## src/rtl/multiseg_pkg.sv

```systemverilog
// Shared segment glyphs, BCD decode function and PWM helpers for the scan driver.
package multiseg_pkg;

  localparam int unsigned PWM_LEVELS = 16;

  // Active-high segment patterns, bit order {g,f,e,d,c,b,a}
  localparam logic [6:0] SEG_0     = 7'b0111111;
  localparam logic [6:0] SEG_1     = 7'b0000110;
  localparam logic [6:0] SEG_2     = 7'b1011011;
  localparam logic [6:0] SEG_3     = 7'b1001111;
  localparam logic [6:0] SEG_4     = 7'b1100110;
  localparam logic [6:0] SEG_5     = 7'b1101101;
  localparam logic [6:0] SEG_6     = 7'b1111101;
  localparam logic [6:0] SEG_7     = 7'b0000111;
  localparam logic [6:0] SEG_8     = 7'b1111111;
  localparam logic [6:0] SEG_9     = 7'b1101111;
  localparam logic [6:0] SEG_BLANK = 7'b0000000;

  function automatic logic [6:0] bcd_to_seg(input logic [3:0] nibble);
    logic [6:0] seg;
    case (nibble)
      4'd0:    seg = SEG_0;
      4'd1:    seg = SEG_1;
      4'd2:    seg = SEG_2;
      4'd3:    seg = SEG_3;
      4'd4:    seg = SEG_4;
      4'd5:    seg = SEG_5;
      4'd6:    seg = SEG_6;
      4'd7:    seg = SEG_7;
      4'd8:    seg = SEG_8;
      4'd9:    seg = SEG_9;
      default: seg = SEG_BLANK;
    endcase
    return seg;
  endfunction

  // Clocks per brightness level within one digit slot
  function automatic int unsigned pwm_step(input int unsigned refresh_div);
    return refresh_div / PWM_LEVELS;
  endfunction

endpackage

```

## src/rtl/multiseg_scan_driver_seg7_decode.sv

```systemverilog
// Combinational BCD nibble to active-high 7-segment pattern; invalid nibbles go dark.
module seg7_decode
  import multiseg_pkg::*;
(
  input  logic [3:0] nibble,
  output logic [6:0] seg_c
);

  assign seg_c = bcd_to_seg(nibble);

endmodule

```

## src/rtl/multiseg_scan_driver.sv

```systemverilog
// Time-multiplexed common-anode 7-segment driver with frame snapshot, PWM dimming,
// leading-zero blanking, per-digit dp and a guard cycle at the start of each slot.
module multiseg_scan_driver
  import multiseg_pkg::*;
#(
  parameter int unsigned NUM_DIGITS       = 4,
  parameter int unsigned REFRESH_DIV      = 1024,
  parameter bit          ANODE_ACTIVE_LOW = 1'b1,
  parameter bit          SEG_ACTIVE_LOW   = 1'b1
) (
  input  logic                    clk,
  input  logic                    rst_n,
  input  logic                    en,
  input  logic [4*NUM_DIGITS-1:0] bcd_in,
  input  logic [NUM_DIGITS-1:0]   dp_in,
  input  logic                    blank_lz,
  input  logic [3:0]              brightness,
  output logic [NUM_DIGITS-1:0]   seg_anode,
  output logic [6:0]              seg_cathode,
  output logic                    seg_dp,
  output logic                    frame_tick
);

  localparam int unsigned PW   = $clog2(REFRESH_DIV);
  localparam int unsigned TW   = PW + 1;
  localparam int unsigned DW   = (NUM_DIGITS > 1) ? $clog2(NUM_DIGITS) : 1;
  localparam int unsigned STEP = pwm_step(REFRESH_DIV);

  // XOR masks: all-ones when the pin is active low, giving both the idle level and the inversion
  localparam logic [NUM_DIGITS-1:0] ANODE_OFF = {NUM_DIGITS{ANODE_ACTIVE_LOW}};
  localparam logic [6:0]            SEG_OFF   = {7{SEG_ACTIVE_LOW}};
  localparam logic                  DP_OFF    = SEG_ACTIVE_LOW;

  logic [PW-1:0]           p_q;
  logic [DW-1:0]           d_q;
  logic [4*NUM_DIGITS-1:0] bcd_s;
  logic [NUM_DIGITS-1:0]   dp_s;
  logic                    blz_s;
  logic [3:0]              bright_l;

  logic                  p_last_c;
  logic                  d_last_c;
  logic                  frame_start_c;
  logic [3:0]            nibble_c;
  logic                  dp_sel_c;
  logic                  blank_c;
  logic                  upper_zero_c;
  logic [6:0]            dec_seg_c;
  logic [6:0]            seg_c;
  logic [NUM_DIGITS-1:0] anode_hot_c;
  logic [TW-1:0]         thresh_c;
  logic                  lit_c;

  assign p_last_c      = (p_q == PW'(REFRESH_DIV - 1));
  assign d_last_c      = (d_q == DW'(NUM_DIGITS - 1));
  assign frame_start_c = (p_q == '0) && (d_q == '0);

  // Select the current digit's nibble and dp from the shadow copy
  always_comb begin
    nibble_c = '0;
    dp_sel_c = 1'b0;
    for (int unsigned k = 0; k < NUM_DIGITS; k++) begin
      if (d_q == DW'(k)) begin
        nibble_c = bcd_s[4*k +: 4];
        dp_sel_c = dp_s[k];
      end
    end
  end

  // A digit is a leading zero when it and every digit above it are zero; digit 0 always shows
  always_comb begin
    blank_c      = 1'b0;
    upper_zero_c = 1'b1;
    for (int k = int'(NUM_DIGITS) - 1; k >= 0; k--) begin
      upper_zero_c = upper_zero_c && (bcd_s[4*k +: 4] == 4'd0);
      if ((d_q == DW'(k)) && (k != 0)) begin
        blank_c = blz_s && upper_zero_c;
      end
    end
  end

  seg7_decode u_decode (
    .nibble (nibble_c),
    .seg_c  (dec_seg_c)
  );

  assign seg_c       = blank_c ? SEG_BLANK : dec_seg_c;
  assign anode_hot_c = NUM_DIGITS'(1) << d_q;
  assign thresh_c    = (TW'(bright_l) + TW'(1)) * TW'(STEP);
  assign lit_c       = (p_q != '0) && (TW'(p_q) < thresh_c);

  // Slot prescaler and digit index
  always_ff @(posedge clk or negedge rst_n) begin
    if (!rst_n) begin
      p_q <= '0;
      d_q <= '0;
    end else if (!en) begin
      p_q <= '0;
      d_q <= '0;
    end else if (p_last_c) begin
      p_q <= '0;
      d_q <= d_last_c ? '0 : d_q + DW'(1);
    end else begin
      p_q <= p_q + PW'(1);
    end
  end

  // Frame snapshot and per-slot brightness latch
  always_ff @(posedge clk or negedge rst_n) begin
    if (!rst_n) begin
      bcd_s    <= '0;
      dp_s     <= '0;
      blz_s    <= 1'b0;
      bright_l <= '0;
    end else if (en) begin
      if (frame_start_c) begin
        bcd_s <= bcd_in;
        dp_s  <= dp_in;
        blz_s <= blank_lz;
      end
      if (p_q == '0) begin
        bright_l <= brightness;
      end
    end
  end

  // Registered pin drivers; polarity applied here only
  always_ff @(posedge clk or negedge rst_n) begin
    if (!rst_n) begin
      seg_anode   <= ANODE_OFF;
      seg_cathode <= SEG_OFF;
      seg_dp      <= DP_OFF;
      frame_tick  <= 1'b0;
    end else if (!en) begin
      seg_anode   <= ANODE_OFF;
      seg_cathode <= SEG_OFF;
      seg_dp      <= DP_OFF;
      frame_tick  <= 1'b0;
    end else begin
      seg_anode   <= lit_c ? (anode_hot_c ^ ANODE_OFF) : ANODE_OFF;
      seg_cathode <= lit_c ? (seg_c ^ SEG_OFF) : SEG_OFF;
      seg_dp      <= lit_c ? (dp_sel_c ^ DP_OFF) : DP_OFF;
      frame_tick  <= frame_start_c;
    end
  end

endmodule
```

## config.mk

```make
export PLATFORM = sky130hd
export DESIGN_NAME = multiseg_scan_driver
export DESIGN_NICKNAME = d
export VERILOG_FILES = /design/src/rtl/multiseg_pkg.sv /design/src/rtl/multiseg_scan_driver_seg7_decode.sv /design/src/rtl/multiseg_scan_driver.sv
export SDC_FILE = /design/constraint.sdc
export NUM_CORES = 1
export LEC_CHECK = 0
export CAP_MARGIN = 20
export CORE_UTILIZATION = 45
export DETAILED_ROUTE_END_ITERATION = 8
export PLACE_DENSITY = 0.69
export SYNTH_ARGS = -nofsm -noshare
export SYNTH_HDL_FRONTEND = slang
export SYNTH_HIERARCHICAL = 1
export SYNTH_SLANG_ARGS = --single-unit
```

## constraint.sdc

```tcl
create_clock -name clk -period 3.2 [get_ports clk]
set_clock_uncertainty 0.05 [all_clocks]
set_input_delay 0.32 -clock clk [delete_from_list [all_inputs] [get_ports clk]]
set_output_delay 0.32 -clock clk [all_outputs]
set_load 0.05 [all_outputs]
```

# [Word-level counts from Yosys, hierarchy flattened]
# Memories as Yosys holds them, arrays and structs flattened.
# Cells that the tools add are included.
[totals] register_bits=50 word_cells=63 out_inout_bits=13 mem_bits_ro=112 in_bits=28 n_memories=1
[memory_table] memory="(name not given)" words=16 width=7 read_ports=1 rd_ports_with_merged_regs=0 wr=0 line="multiseg_pkg.sv:21" text="case (nibble)"
[op_classes] reduce_logical=15 bitwise=3 muxes=24 eq_ne=5 shift=1 order_cmp=1 n_addsub=3
[op_table] cell="$mux 4" n=6
[op_table] cell="$mux 7" n=3
[op_table] cell="$mux 10" n=2
[op_table] cell="$logic_not 4->1" n=3
[op_table] cell="$lt 10x11->1" n=1
[op_table] cell="$add 10x1->10 const B" n=1
[op_table] cell="$eq 10x10->1 const B" n=1
[op_table] cell="$logic_not 10->1" n=1
[op_table] cell="$mux 1" n=10
[op_table] cell="$reduce_bool 10->1" n=1
[op_table] cell="$logic_and 1x1->1" n=7
[op_table] cell="$not 7->7" n=1
[op_table] cell="$mux 2" n=3
[op_table] cell="$add 4x1->5 const B" n=1
[op_table] cell="$eq 2x2->1 const B" n=2
[op_table] cell="$not 4->4" n=1
[op_table] cell="$reduce_and 2->1" n=2
[op_table] cell="$shl 1x2->4 const A" n=1
[op_table] cell="$add 2x1->2 const B" n=1
[op_table] cell="$eq 2x1->1 const B" n=1
[op_table] cell="$logic_not 2->1" n=1
[op_table] cell="$ne 2x1->1 const B" n=1
[op_table] cell="$not 1->1" n=1

# [Longest topological paths before layout]
# Gate-level depths: netlist of the first run.
# An unclocked memory read counts as a cell.
[logic_depth] word_depth=10 ltp_mapped=13 ltp_nobuf=12

# [Hierarchy]
# The synthesis of the first run kept the hierarchy.
[by_module_without_submodules] mod="multiseg_scan_driver" area_each_um2=2412.3 seq_area_each_um2=1266.2 cells_per_inst=202 instances=1
[by_module_without_submodules] mod="seg7_decode" area_each_um2=201.4 seq_area_each_um2=0.0 cells_per_inst=26 instances=1

# [Least setup slack after synthesis of the first run]
# OpenSTA, ideal clock, no wires.
[synth_timing] path_kind="register to register" startpoint="reg d_q[0]" endpoint="reg seg_cathode[3]" t_arrival_ns=2.510 stages_incl_launch_ff=12 period_less_slack_ns=2.647 setup_time_ns=0.086 path_buffers=1 setup_slack_ns=0.553 t_required_ns=3.064 path_cell_list="dfrtp_1 ha_1 clkbuf_1 nand3b_1 a21oi_1 a21oi_1 o21ai_0 inv_1 ha_1 inv_1 o21ai_0 nand3_1"
[synth_between] elab_chain_len=10 elab_cells_between_ends=16 cone_classes="eq/ne: 3; mux: 10; bitwise: 1; reduce/logical: 1; memory: 1"
[synth_lines] item="start: declaration" line="multiseg_scan_driver.sv:35" text="logic [DW-1:0] d_q;"
[synth_lines] item="start signal: assignment" line="multiseg_scan_driver.sv:102" text="d_q <= d_last_c ? '0 : d_q + DW'(1);"
[synth_lines] item="$logic_not 2->1"
[synth_lines] item="$mux 4 (3 in a row)" line="multiseg_scan_driver.sv:63" text="if (d_q == DW'(k)) begin"
[synth_lines] item="$mux 4 *" line="multiseg_scan_driver.sv:63"
[synth_lines] item="net nibble_c[1]" line="multiseg_scan_driver.sv:44" text="logic [3:0] nibble_c;"
[synth_lines] item="$mem_v2 16x7 *"
[synth_lines] item="net dec_seg_c[3]" line="multiseg_scan_driver.sv:48" text="logic [6:0] dec_seg_c;"
[synth_lines] item="$mux 7 *" line="multiseg_scan_driver.sv:87" text="assign seg_c = blank_c ? SEG_BLANK : dec_seg_c;"
[synth_lines] item="$not 7->7 (no source line) *"
[synth_lines] item="$mux 7 *" line="multiseg_scan_driver.sv:141" text="seg_cathode <= lit_c ? (seg_c ^ SEG_OFF) : SEG_OFF;"
[synth_lines] item="$mux 7 *" line="multiseg_scan_driver.sv:134" text="end else if (!en) begin"
[synth_lines] item="end signal: assignment" line="multiseg_scan_driver.sv:141"
[synth_lines] item="end: declaration" line="multiseg_scan_driver.sv:19" text="output logic [6:0] seg_cathode,"
# The timed path passes the listed nets; every way through them passes the cells marked *.
# A chain may end at the register's enable or synchronous reset.

# [Final worst setup path of the first run]
[layout_timing] startpoint="reg d_q[1]" endpoint="reg seg_cathode[3]"
# The elaborated chain is that of the path after synthesis.

==> flow_summary.toml, run 1 <==
[layout]
final_layout_size_suffix_gt1_share_pct = 20.9
design_area_sq_mm = 0.00319
syn2layout_area_growth_pct = 22.1
fill_cells = 515
antenna_cells = 0
final_nets = 316

[setup_path]
worstPathRequired_ps = 3380
cp_max_fo = 14
crit_start = "d_q[1]"
r2r_start = "d_q[1]"
cpMaxStageDelayCell = "dfrtp_1"
cp_cell_sequence = "inv_1 > ha_1 > nand3b_1 > a21oi_1 > a21oi_1 > o21ai_0 > inv_1 > ha_1 > inv_1 > o21ai_0 > nand3_1"
criticalPathCategory = "flop to flop"
start_kind = "flop"
max_stage_delay_ps = 400
crit_top_cell = "inv_1"
endpoint_kind = "flop"
critical_path_buf_inv_count = 3
cp_top_family = "compound AO/OA/AOI/OAI gates"
critical_path_arrival_ps = 2620

[clock_network]
cts_root_buf = "clkbuf_8"
cts.repair.resized = 0
htreeDepth = 2
postCtsSetupBuffers = 0
clock-sinks = 50
cts_tree = "yes"
path_clk_slew_ps = 90
clock_path_buffers = 2
clock_latency_ps = 300
cts_buffers = 5

[placement]
io_buffers = 40
gp_congestion = 0.820
placed_cell_area_sq_mm = 0.00307
dp_hpwl_um = 3330

[job]
drv_cap = 0

[global_route]
grt-ovfl-total = 0
grt_use_total_pct = 17.6
antenna_found_initial = 0
grt_pass1_wl_um = 8290
grt_max_degree = 51
grt_pass1_vias = 1709

[sta]
setup_violations = 0
fin_crit_sh_pct = 76.1
worst_slew_margin_rel_pct = 65.2
period_minus_slack_ps = 2440
slew_violations = 0
tightest_slew_ps = 517
setup_tns_ps = 0
max_freq_ghz = 0.410
hold_viol_final = 0
grt_setup_unrepaired = "no"

[hold_path]
min_path_type = "input pin to asynchronous set/reset pin"

[synthesis]
ys_seq_area_share_pct = 48.4
avgSynthCellArea_sq_um = 11.5
yosys_warnings = 6
syn_area_sq_mm = 0.00261
synth_fp_nets = 272
ys_types = 40
ys_ff_latch = 50
synthCells = 228

[power_and_ir_drop]
vdd_drop_max_v = 0.000335
p_leak_nw = 1.42
powerDensity_mw_per_mm2 = 534

[run_status]
status = "finished clean"

[routing]
dr.pass1.iters = 4
drcViolationCount = 0
vias = 1766
drtIter0Drc = 72
finalWirelength_um = 4650
antenna_left = 0
vias_per_cell = 5.12
wire_per_inst_um = 13.5

[floorplan]
die_width_um = 78.2
rows = 27
die_area_sq_mm = 0.00612
die_h_um = 78.2
coreArea_sq_mm = 0.00554
num_io_pins = 41
start_util_pct = 47.2
[where the power goes]
| part | internal (mW) | switching [mW] | total, mW | leakage (nW) |
|---|---|---|---|---|
| sequential | 0.742 | 0.0740 | 0.816 | 0.597 |
| clock | 0.154 | 0.209 | 0.363 | 0.0441 |
| combinational | 0.271 | 0.253 | 0.524 | 0.780 |
| total | 1.17 | 0.536 | 1.70 | 1.42 |
[metrics by stage]
step	total power [mW]	std cells	hold WS, ps	worst slack (ps)	utilization (%)
2_1_floorplan	1.19	228	-25.6	553	-
4_1_cts	1.72	343	203	728	57.0
3_5_place_dp	1.35	335	427	785	55.4
3_3_place_gp	1.34	335	417	880	55.4
6_report	1.70	345	346	763	57.6
5_1_grt	1.82	345	373	470	57.6
[cells in the final DEF (no fill, tap or decap), types with 7 or more instances in the layout]
cell type and instances:
a21oi_1 11, clkdlybuf4s50_1 39, dfrtp_1 38, dfstp_2 12
ha_1 16, inv_1 12, mux2_4 20, nand2_1 23
nand3_1 12, nor2_1 8, o21ai_0 12, xnor2_1 7
[routing by layer]
| metal | part of all wire [%] | routed length (um) | global-route usage, % | up-vias |
|---|---|---|---|---|
| met5 | 0 | 0 | 0 | - |
| met4 | 2.1 | 96 | 7.59 | 0 |
| met3 | 4.1 | 192 | 3.95 | 9 |
| met2 | 43 | 2000 | 25.0 | 39 |
| met1 | 51 | 2360 | 25.7 | 838 |
| li1 | - | - | - | 880 |
[flip-flops by register name, summed over array words and instances, names as in the netlist]
signal	count
bcd_s	16
blz_s	1
bright_l	4
d_q	2
dp_s	4
frame_tick	1
p_q	10
seg_anode	4
seg_cathode	7
seg_dp	1
[cells by family (layout without fill, tap and decap cells)]
family / Yosys count / count (layout) / synth area share, %
multiplexers: 25 / 25 / 13.6
buffers and inverters: 21 / 66 / 3.97
XOR/XNOR: 11 / 11 / 3.69
AO/OA/AOI/OAI: 37 / 37 / 8.81
flip-flops: 50 / 50 / 48.4
adder cells (fa/ha/maj): 16 / 16 / 7.66
AND/OR/NAND/NOR: 68 / 68 / 13.8
[layout make-up]
| cell class | instances | area, sq um | area share (%) |
|---|---|---|---|
| inverters | 12 | 45.0 | 1.41 |
| multi-input cells | 157 | 1240 | 39.0 |
| clock inverters | 3 | 21.3 | 0.667 |
| well taps | 72 | 90.1 | 2.82 |
| clock buffers | 5 | 68.8 | 2.16 |
| flip-flops and latches | 50 | 1270 | 39.7 |
| repair buffers | 46 | 455 | 14.3 |
[worst paths after layout]
check	endpoint	slack (ps)	depth (start not counted)
worst max-delay path	seg_cathode[3]	760	11
worst min-delay path	p_q[2]	350	2
worst max register to register	seg_cathode[3]	760	11
worst min register to register	p_q[0]	430	1
max in group asynchronous	seg_anode[0]	2220	3
min in group clk	p_q[0]	430	1
[cells in the mapped netlist (all sizes together)]
master	instances	area share [%]
a22o	2	0.67
nand3	13	2.7
a21boi	1	0.29
nor3	1	0.19
o22ai	2	0.72
and4b	1	0.38
a211oi	2	0.57
nand3b	4	1.1
o211ai	2	0.57
a221o	1	0.38
and4	1	0.34
mux2	25	14
nand2	23	3.3
xnor2	7	2.3
xor2	4	1.3
nand4	3	0.72
dfstp	12	12
nor2	8	1.1
a21o	1	0.29
a21oi	12	2.4
nor2b	1	0.53
a31oi	1	0.24
and3	3	0.72
nor4	3	0.96
buf	6	1.8
clkbuf	3	0.43
inv	12	1.7
and2	5	1.2
or3	2	0.48
dfrtp	38	36
o21ai	13	2.6
ha	16	7.7
[timing repair]
item	CTS	global route
setup endpoints to repair	0	0
hold buffers	0	1
hold endpoints to repair	0	7
No activity file was read; power rests on OpenSTA's default activity.
==> run 2, diff against run 1 <==
clock period = 2.4 ns   (was 3.2 ns; I/O delays follow)
==> run 2 against run 1 <==
  * Final area is 1.7% higher
  * Global-route usage grew 0.11 points
  * Clock-buffer cell count up 2
  * Combinational power is 38% higher
  * Die area unchanged
  * Non-clock buffer count grew 5
  * Critical path type unchanged
  * Fmax up 12%
==> flow_summary.toml, run 2 (same netlist as run 1, synthesis figures left out) <==
[sta]
layout_setup_ws_ps = 217
setup_violations = 0
grt_setup_unrepaired = "no"
fin_crit_sh_pct = 91.0
hold_viol_final = 0
setup_tns_ps = 0
period_minus_slack_ps = 2180
worst_slew_margin_rel_pct = 66.3
whs_ps = 399
tightest_slew_ps = 504
slew_violations = 0
max_freq_ghz = 0.458

[floorplan]
start_util_pct = 47.2
die_width_um = 78.2
rows = 27
die_area_sq_mm = 0.00612
coreArea_sq_mm = 0.00554
die_h_um = 78.2
num_io_pins = 41

[clock_network]
cts_root_buf = "clkbuf_8"
clock-sinks = 50
htreeDepth = 2
clock_path_buffers = 2
path_clk_slew_ps = 90
postCtsSetupBuffers = 0
cts_buffers = 5
clock_latency_ps = 300
cts_tree = "yes"

[routing]
vias_per_cell = 5.12
drtIter0Drc = 79
antenna_left = 0
drcViolationCount = 0
finalWirelength_um = 4820
vias = 1793
wire_per_inst_um = 13.8
dr.pass1.iters = 4

[power_and_ir_drop]
fin_total_pwr_mw = 2.32
comb_power_share_pct = 31.2
vdd_drop_max_v = 0.000319
cell_internal_pwr_mw = 1.60
pwr-share-clk_pct = 21.6
power_frac_seq_pct = 47.2
switching_share_pct = 30.9
powerDensity_mw_per_mm2 = 714
p_leak_nw = 1.46
p_switching_uw = 717

[global_route]
grt_pass1_wl_um = 8360
grt_max_degree = 51
grt_use_total_pct = 17.7
grt_pass1_vias = 1725
antenna_found_initial = 0
grt-ovfl-total = 0

[placement]
io_buffers = 40
place_ws_ps = 150
placed_cell_area_sq_mm = 0.00314
gp_congestion = 0.827
place_inst = 341
dp_hpwl_um = 3490

[setup_path]
critPathCapture = "seg_cathode[1]"
criticalPathCategory = "flop to flop"
worstPathRequired_ps = 2580
r2r-end = "seg_cathode[1]"
cp_max_fo = 11
start_kind = "flop"
reg2reg_slack_ps = 220
reg2reg_depth = 10
critical_path_arrival_ps = 2360
r2r_start = "d_q[1]"
crit_start = "d_q[1]"
endpoint_kind = "flop"

[run_status]
status = "finished clean"

[layout]
largest_reg_flops = 16
syn2layout_area_growth_pct = 24.2
instances_no_fill = 350
top_register = "bcd_s"
layout_commonest_cell = "clkdlybuf4s50_1"
final_layout_size_suffix_gt1_share_pct = 22.3
final_util_pct = 58.6
top_regs = "bcd_s (16), p_q (10), seg_cathode (7)"
antenna_cells = 0
design_area_sq_mm = 0.00325
final_nets = 321
final_cell_mix = "39 x clkdlybuf4s50_1, 38 x dfrtp_1, 23 x nand2_1"

[job]
drv_cap = 0

[hold_path]
min_path_type = "input pin to asynchronous set/reset pin"
[run 2: critical path, cell delays in order (launching register included)]
cell	delay, ps
dfrtp_1	400
inv_1	90
ha_1	280
nand3b_1	190
a21oi_1	140
a21oi_1	60
o21ai_1	180
inv_1	130
ha_1	320
o21ai_0	180
nand3_1	90
[run 2: cell type report]
type / count / area, sq um
Inverter: 12 / 45.0
Clock buffer: 7 / 86.3
Sequential cell: 50 / 1270
Tap cell: 72 / 90.1
Multi-Input combinational cell: 157 / 1250
Timing Repair Buffer: 51 / 505
Clock inverter: 1 / 5.00
Fill cell: 478 / 2290
[run 2: how the worst min path moves through the flow]
stage | slack [ps] | cells past startpoint | endpoint | from
floorplan | -110 | 0 | bcd_s[0] | rst_n
global placement | 200 | 2 | dp_s[3] | rst_n
detailed placement | 200 | 2 | dp_s[3] | rst_n
CTS | 410 | 3 | bright_l[2] | rst_n
global route | 410 | 3 | bright_l[3] | rst_n
finish | 400 | 3 | dp_s[3] | rst_n
[run 2: power by group through the flow]
stage / logic (mW) / clock network (mW) / registers [mW]
floorplan: 0.429 / 0 / 1.16
global placement: 0.709 / 0 / 1.10
detailed placement: 0.727 / 0 / 1.11
CTS: 0.731 / 0.520 / 1.09
global route: 0.796 / 0.556 / 1.11
finish: 0.723 / 0.501 / 1.09
[run 2: routing by layer]
layer  global-route usage [%]  vias up  share of wire (%)
li1                         -      888                  -
met4                     8.52        0                2.6
met2                     24.9       40                 43
met5                        0        -                  0
met3                     3.26       13                4.0
met1                     26.2      852                 50
[run 2: what timing repair did]
action	CTS	global route
hold buffers	1	0
hold endpoints to repair	38	0
resized for setup	0	1
endpoints found under the setup margin	0	3
